`src/rtl/cnt_ctrl_pkg.sv`:
```
// Shared types for the counter load arbiter: FSM state encoding and default data width.
package cnt_ctrl_pkg;
  localparam int CNT_WIDTH_DEF = 4;

  typedef enum logic [1:0] {
    IDLE  = 2'd0,
    LOAD  = 2'd1,
    CHECK = 2'd2
  } state_t;
endpackage

```
`src/rtl/rr_arb2.sv`:
```
// Two-way arbiter, combinational: a lone request always wins; on contention ptr_i picks the winner (0 -> req0).
module rr_arb2 (
  input  logic       req0_i,
  input  logic       req1_i,
  input  logic       ptr_i,
  output logic [1:0] win_o
);
  always_comb begin
    win_o = 2'b00;
    if (req0_i && (!req1_i || !ptr_i)) begin
      win_o = 2'b01;
    end else if (req1_i) begin
      win_o = 2'b10;
    end
  end
endmodule

```
`src/rtl/cnt_load_arb.sv`:
```
// Arbitrates two load requesters onto a shared counter, loads it, then checks the counter shows the value.
// All outputs registered; requests are held until granted. CNT_ARB_RR_EN selects round robin, else req0 has priority.
module cnt_load_arb
  import cnt_ctrl_pkg::*;
#(
  parameter int WIDTH = CNT_WIDTH_DEF
) (
  input  logic             clk,
  input  logic             reset,
  input  logic             req0,
  input  logic [WIDTH-1:0] d0,
  input  logic             req1,
  input  logic [WIDTH-1:0] d1,
  input  logic [WIDTH-1:0] count,
  output logic             gnt0,
  output logic             gnt1,
  output logic             load,
  output logic [WIDTH-1:0] d,
  output logic             busy,
  output logic             done,
  output logic             err,
  output logic             wrap
);
  state_t           state_q;
  logic             gnt0_q, gnt1_q, load_q, busy_q, done_q, err_q, wrap_q;
  logic [WIDTH-1:0] d_q, prev_count_q;
  logic [WIDTH-1:0] d_d;
  logic             wrap_d;
  logic [1:0]       win;
  logic             ptr;

  rr_arb2 u_arb (
    .req0_i (req0),
    .req1_i (req1),
    .ptr_i  (ptr),
    .win_o  (win)
  );

`ifdef CNT_ARB_RR_EN
  logic ptr_q;
  // After granting req0 prefer req1 next, and vice versa.
  always_ff @(posedge clk or posedge reset) begin
    if (reset) begin
      ptr_q <= 1'b0;
    end else if (state_q == IDLE && win != 2'b00) begin
      ptr_q <= win[0];
    end
  end
  assign ptr = ptr_q;
`else
  assign ptr = 1'b0;
`endif

  assign d_d = win[0] ? d0 : d1;
  // In CHECK the counter has just taken a load, so an F->0 step there is not a wrap.
  assign wrap_d = (state_q != CHECK) && (&prev_count_q) && (count == '0);

  always_ff @(posedge clk or posedge reset) begin
    if (reset) begin
      state_q      <= IDLE;
      gnt0_q       <= 1'b0;
      gnt1_q       <= 1'b0;
      load_q       <= 1'b0;
      busy_q       <= 1'b0;
      done_q       <= 1'b0;
      err_q        <= 1'b0;
      wrap_q       <= 1'b0;
      d_q          <= '0;
      prev_count_q <= '0;
    end else begin
      prev_count_q <= count;
      wrap_q       <= wrap_d;
      gnt0_q       <= 1'b0;
      gnt1_q       <= 1'b0;
      load_q       <= 1'b0;
      done_q       <= 1'b0;
      case (state_q)
        IDLE: begin
          if (win != 2'b00) begin
            gnt0_q  <= win[0];
            gnt1_q  <= win[1];
            load_q  <= 1'b1;
            d_q     <= d_d;
            busy_q  <= 1'b1;
            state_q <= LOAD;
          end
        end
        LOAD: begin
          state_q <= CHECK;
        end
        CHECK: begin
          if (count == d_q) begin
            done_q <= 1'b1;
          end else begin
            err_q <= 1'b1;
          end
          busy_q  <= 1'b0;
          state_q <= IDLE;
        end
        default: begin
          busy_q  <= 1'b0;
          state_q <= IDLE;
        end
      endcase
    end
  end

  assign gnt0 = gnt0_q;
  assign gnt1 = gnt1_q;
  assign load = load_q;
  assign d    = d_q;
  assign busy = busy_q;
  assign done = done_q;
  assign err  = err_q;
  assign wrap = wrap_q;
endmodule

```
`config.mk`:
```
export PLATFORM = sky130hd
export DESIGN_NAME = cnt_load_arb
export DESIGN_NICKNAME = d
export VERILOG_FILES = /design/src/rtl/cnt_ctrl_pkg.sv /design/src/rtl/rr_arb2.sv /design/src/rtl/cnt_load_arb.sv
export SDC_FILE = /design/constraint.sdc
export NUM_CORES = 1
export LEC_CHECK = 0
export ABC_AREA = 1
export CAP_MARGIN = 40
export CORE_MARGIN = 2
export CORE_UTILIZATION = 40
export DETAILED_ROUTE_END_ITERATION = 8
export PLACE_DENSITY = 0.75
export SLEW_MARGIN = 15
export SYNTH_ARGS = -nofsm -noshare
export SYNTH_HDL_FRONTEND = slang
export SYNTH_SLANG_ARGS = --single-unit
```
`constraint.sdc`:
```
create_clock -name clk -period 2.2 [get_ports clk]
set_clock_uncertainty 0.15 [all_clocks]
set_input_delay 0.44 -clock clk [delete_from_list [all_inputs] [get_ports clk]]
set_output_delay 0.44 -clock clk [all_outputs]
set_load 0.02 [all_outputs]
```
==> results of run 1 <==
[state kept, by name (all words and copies together) (netlist names)]
name	count
busy	1
done	1
d	4
gnt1	1
state_q	2
prev_count_q	4
load	1
gnt0	1
err	1
wrap	1
[kinds of logic after synthesis]
logic type / share of synthesized area (%)
compound gates: 7.182
buf+inv: 8.078
flops: 61.04
simple gates: 23.70
[metrics by stage]
step / setup WS [ps] / hold slack, ps / cell area (sq um) / utilization (%) / std cells
after floorplan: 1082 / 216.1 / 696.9 / - / 81
after global placement: 463.2 / 265.3 / 978.4 / 57.93 / 124
after detailed placement: 420.0 / 278.3 / 978.4 / 57.93 / 124
after CTS: 319.5 / 291.4 / 1005 / 59.48 / 128
after global routing: 287.8 / 334.0 / 1005 / 59.48 / 128
final: 333.6 / 289.8 / 1005 / 59.48 / 128
[layer usage]
metal / wire length, um / share of wire, % / track usage [%]
met1: 572 / 40 / 17.30
met2: 750 / 52 / 25.63
met3: 92 / 6.4 / 3.571
met4: 22 / 1.5 / 12.00
met5: 0 / 0 / 0
[where the power goes]
| part | internal, mW | switching (mW) |
|---|---|---|
| clock | 0.0703 | 0.0893 |
| sequential | 0.395 | 0.0485 |
| combinational | 0.196 | 0.248 |
[layout make-up]
class | count | share of cell area [%]
flip-flops and latches | 17 | 42.34
repair buffers | 26 | 25.90
multi-input cells | 49 | 21.42
inverters | 15 | 5.604
clock buffers | 4 | 2.615
well taps | 17 | 2.117
[path summary, 6_finish.rpt]
path / endpoint / from / slack (ps)
worst max-delay path: d[1] / d[1] / 330
worst min-delay path: state_q[1] / state_q[1] / 290
worst max register to register: d[1] / state_q[1] / 950
worst min register to register: state_q[1] / state_q[1] / 290
max in group asynchronous: prev_count_q[1] / reset / 1130
min in group asynchronous: err / reset / 370
[cells in the final DEF (no fill, tap or decap)]
master | synthesis | routed
a21o_2 | 1 | 1
a21oi_1 | 1 | 1
a21oi_4 | 1 | 1
clkbuf_1 | 0 | 1
clkbuf_4 | 0 | 3
clkdlybuf4s50_1 | 0 | 26
dfrtp_1 | 17 | 17
inv_1 | 14 | 14
inv_2 | 1 | 1
nand2_1 | 32 | 32
nand4_1 | 2 | 2
nor2_1 | 6 | 6
nor3_1 | 2 | 2
o21ai_0 | 4 | 4
==> impl_metrics.py, run 1 <==
metrics = {
    "status": {
        "status": "finished, final reports clean",
    },
    "timing": {
        "slew_viol_final": 0,
        "hold_viol_final": 0,
        "finalSetupTns_ps": 0,
        "worst_pin_slew_ps": 608.5,
        "grt_setup_unrepaired": "no",
        "fmax_mhz": 535.8,
        "period_needed_ps": 1866,
        "setup_violations": 0,
        "min_period_over_period_pct": 84.83,
        "slew_headroom_pct": 59.39,
    },
    "synth": {
        "synth_cell_type_count": 11,
        "yosysSeqAreaShare_pct": 61.04,
        "synthTopCellsByCount": "32 x nand2_1, 17 x dfrtp_1, 14 x inv_1",
        "synth_area_leaders": "dfrtp_1 61%, nand2_1 17%, inv_1 7.5%",
        "synthCells": 81,
        "post-synth-top-count-cell": "nand2_1",
        "synth-edff-count": 0,
        "yosysTopAreaCell": "dfrtp_1",
        "synth_top_area_share_pct": 61.04,
        "ys_ff_latch": 17,
        "synth.avg_cell_area_sq_um": 8.604,
        "syn_nets": 97,
        "ys_warn_count": 0,
        "async_flop_share_pct": 100.0,
        "synthFlopType": "dfrtp_1",
        "synth_area_sq_um": 696.9,
    },
    "power_and_ir_drop": {
        "power.leakage_nw": 0.5052,
        "power_mw": 1.047,
        "p_per_area_mw_per_mm2": 1042,
        "ir_worst_vdd_mv": 0.5621,
    },
    "job": {
        "drv_cap": 0,
    },
    "route": {
        "vias": 608,
        "vias_per_cell": 4.750,
        "drt_iter0_drc": 10,
        "antenna_left": 0,
        "wl_per_cell_um": 11.23,
        "drt_pass1_iterations": 3,
        "drc": 0,
        "wl_um": 1438,
    },
    "worst_setup_path": {
        "slowest_delay_ps": 620,
        "critical_path.slowest_cell": "clkdlybuf4s50_1",
        "worst_ep_required_time_ps": 1610,
        "crit_type": "flop to output port",
        "critPathMaxFanout": 3,
        "cp_top_family": "buffers and inverters",
        "path_cells": "clkdlybuf4s50_1",
        "end_kind": "output port",
        "critPathLaunchType": "flop",
        "r2r_cells": 4,
        "crit_cells": 1,
        "critical_path_buf_inv_count": 1,
        "crit_arrival_ps": 1280,
    },
    "clocking": {
        "numCtsBuffers": 3,
        "clk_pin_slew_ps": 90,
        "clkSinkCount": 17,
        "clock_latency_ps": 280,
        "post_cts_buffers": 0,
        "clockBufferDepth": 2,
        "holdBufCountCts": 0,
        "tritoncts": "built",
        "cts_root_buf": "clkbuf_4",
        "cts_resized": 0,
        "htreeDepth": 1,
    },
    "grt": {
        "grt_pass1_vias": 523,
        "grt.total_usage_pct": 15.62,
        "antenna_found_initial": 0,
        "grt_max_degree": 18,
        "grt_pass1_wl_um": 2194,
        "gr-total-overflow": 0,
    },
    "final_layout": {
        "drive_above_1_share_pct": 5.405,
        "seqCellArea_sq_um": 425.4,
        "fin_nets": 128,
        "antennaDiodeCount": 0,
        "area_growth_pct": 44.16,
        "multi_input_area_sq_um": 215.2,
        "nFillCells": 155,
    },
    "place": {
        "place_congestion": 0.7630,
        "port-buffer-count": 26,
        "dp_hpwl_um": 1126,
    },
    "die": {
        "die_h_um": 45.74,
        "ios": 27,
        "die_x_um": 45.74,
        "core_sq_mm": 0.001689,
        "initial_utilization_pct": 41.26,
        "row_count": 15,
        "die_area_sq_mm": 0.002092,
    },
    "min_path": {
        "hp-class": "flop to flop",
        "min_path_cells": 1,
    },
}
Note: power is estimated with default switching activity, not from simulation.
==> run 2, diff against run 1 <==
Settings changed: CORE_UTILIZATION 40 to 37, PLACE_DENSITY 0.75 to 0.73.
Clock period 2.2 ns to 1.69 ns, I/O delays scaled along.
==> run 2 against run 1 <==
Compared with the run above: wire length decreased by 10%; largest cell class unchanged; largest power group unchanged; critical endpoint is now d[0]; global-route usage decreased by 2.3 points; setup slack got worse by 160 ps.
==> impl_metrics.py, run 2 (synthesis gave the netlist of run 1 again) <==
metrics = {
    "status": {
        "status": "finished, final reports clean",
    },
    "route": {
        "drt_iter0_drc": 9,
        "vias_per_cell": 4.217,
        "drc": 0,
        "wl_um": 1289,
        "antenna_left": 0,
        "wl_per_cell_um": 9.341,
        "drt_pass1_iterations": 4,
        "vias": 582,
    },
    "worst_setup_path": {
        "worst_ep_required_time_ps": 1200,
        "critical_path.slowest_cell": "dfrtp_1",
        "critical_path_buf_inv_count": 1,
        "crit_type": "flop to output port",
        "path_cells": "dlygate4sd2_1",
        "critPathMaxFanout": 3,
        "crit_arrival_ps": 1030,
        "cp_top_family": "flip-flops",
        "slowest_delay_ps": 410,
        "critPathLaunchType": "flop",
        "end_kind": "output port",
    },
    "clocking": {
        "clk_pin_slew_ps": 100,
        "cts_resized": 11,
        "cts_root_buf": "clkbuf_4",
        "numCtsBuffers": 3,
        "post_cts_buffers": 0,
        "clockBufferDepth": 2,
        "htreeDepth": 1,
        "holdBufCountCts": 0,
        "clock_latency_ps": 290,
        "tritoncts": "built",
        "clkSinkCount": 17,
    },
    "job": {
        "drv_cap": 0,
    },
    "die": {
        "core_sq_mm": 0.001745,
        "ios": 27,
        "die_h_um": 47.40,
        "row_count": 15,
        "initial_utilization_pct": 39.93,
        "die_x_um": 47.40,
        "die_area_sq_mm": 0.002247,
    },
    "place": {
        "place_congestion": 0.7679,
        "port-buffer-count": 26,
        "dp_hpwl_um": 1055,
        "post_dp_cell_area_sq_mm": 0.001003,
    },
    "final_layout": {
        "drive_above_1_share_pct": 7.965,
        "final_common_cell": "nand2_1",
        "layout_common_cells": "32 x nand2_1, 17 x dfrtp_1, 15 x clkdlybuf4s50_1",
        "stdcell_area_sq_mm": 0.001017,
        "area_growth_pct": 45.96,
        "fin_nets": 130,
        "nFillCells": 171,
        "antennaDiodeCount": 0,
    },
    "min_path": {
        "hp-class": "primary input to async pin",
    },
    "power_and_ir_drop": {
        "p_per_area_mw_per_mm2": 1271,
        "power.leakage_nw": 0.5445,
        "ir_worst_vdd_mv": 0.6171,
    },
    "timing": {
        "hold_viol_final": 0,
        "period_needed_ps": 1518,
        "fmax_mhz": 658.8,
        "worst_pin_slew_ps": 246.0,
        "slew_headroom_pct": 83.56,
        "grt_setup_unrepaired": "no",
        "slew_viol_final": 0,
        "finalSetupTns_ps": 0,
        "setup_violations": 0,
        "min_period_over_period_pct": 89.81,
    },
    "grt": {
        "grt_pass1_vias": 522,
        "grtUsageMet1_pct": 13.46,
        "busiest_layer": "met2",
        "grt_pass1_wl_um": 2001,
        "antenna_found_initial": 0,
        "grt_use_met3_pct": 2.308,
        "grt_max_degree": 18,
        "use_met2_pct": 24.59,
        "gr-total-overflow": 0,
        "grt.total_usage_pct": 13.27,
    },
}
run 2: cell count changes in the layout (fill, tap and decap cells not counted), sizes merged:
| cell | previous run | this run |
|---|---|---|
| buf | 0 | 2 |
| clkbuf | 4 | 3 |
| clkdlybuf4s50 | 26 | 15 |
| clkinv | 0 | 1 |
| dlygate4sd2 | 0 | 11 |
run 2: layout make-up:
class / instances / area, sq um / area share (%)
Clock inverter: 1 / 5.005 / 0.4920
Multi-Input combinational cell: 49 / 215.2 / 21.16
Timing Repair Buffer: 28 / 261.5 / 25.71
Sequential cell: 17 / 425.4 / 41.82
Tap cell: 25 / 31.28 / 3.075
Inverter: 15 / 56.30 / 5.535
Clock buffer: 3 / 22.52 / 2.214
run 2: path summary, 6_finish.rpt:
| kind | startpoint | endpoint | slack (ps) | depth (start not counted) |
|---|---|---|---|---|
| worst min register to register | state_q[1] | state_q[1] | 280 | 1 |
| max in group asynchronous | reset | state_q[0] | 1020 | 3 |
| min in group clk | state_q[1] | state_q[1] | 280 | 1 |
| worst min-delay path | reset | err | 190 | 3 |
| worst max register to register | state_q[1] | d[1] | 430 | 5 |
| worst max-delay path | d[0] | d[0] | 170 | 1 |
run 2: power by group:
part	leakage (nW)	switching, mW	internal, mW
combinational	0.319	0.309	0.199
sequential	0.208	0.0539	0.514
clock	0.0177	0.128	0.0881
total	0.544	0.491	0.801
run 2: metal layers:
| layer | vias up | wire length (um) |
|---|---|---|
| met5 | - | 0 |
| met4 | 0 | 39 |
| li1 | 306 | - |
| met1 | 251 | 513 |
| met2 | 21 | 660 |
| met3 | 4 | 75 |
run 2: metrics by stage:
step	utilization (%)	hold slack (ps)	std cells	power, mW	setup WS, ps
2_1_floorplan	-	114.1	81	0.8958	572.0
3_3_place_gp	57.49	262.2	134	1.143	129.9
3_5_place_dp	57.49	266.8	134	1.156	79.80
4_1_cts	58.28	193.1	138	1.313	160.4
5_1_grt	58.28	216.6	138	1.391	130.2
6_report	58.28	188.0	138	1.293	172.2
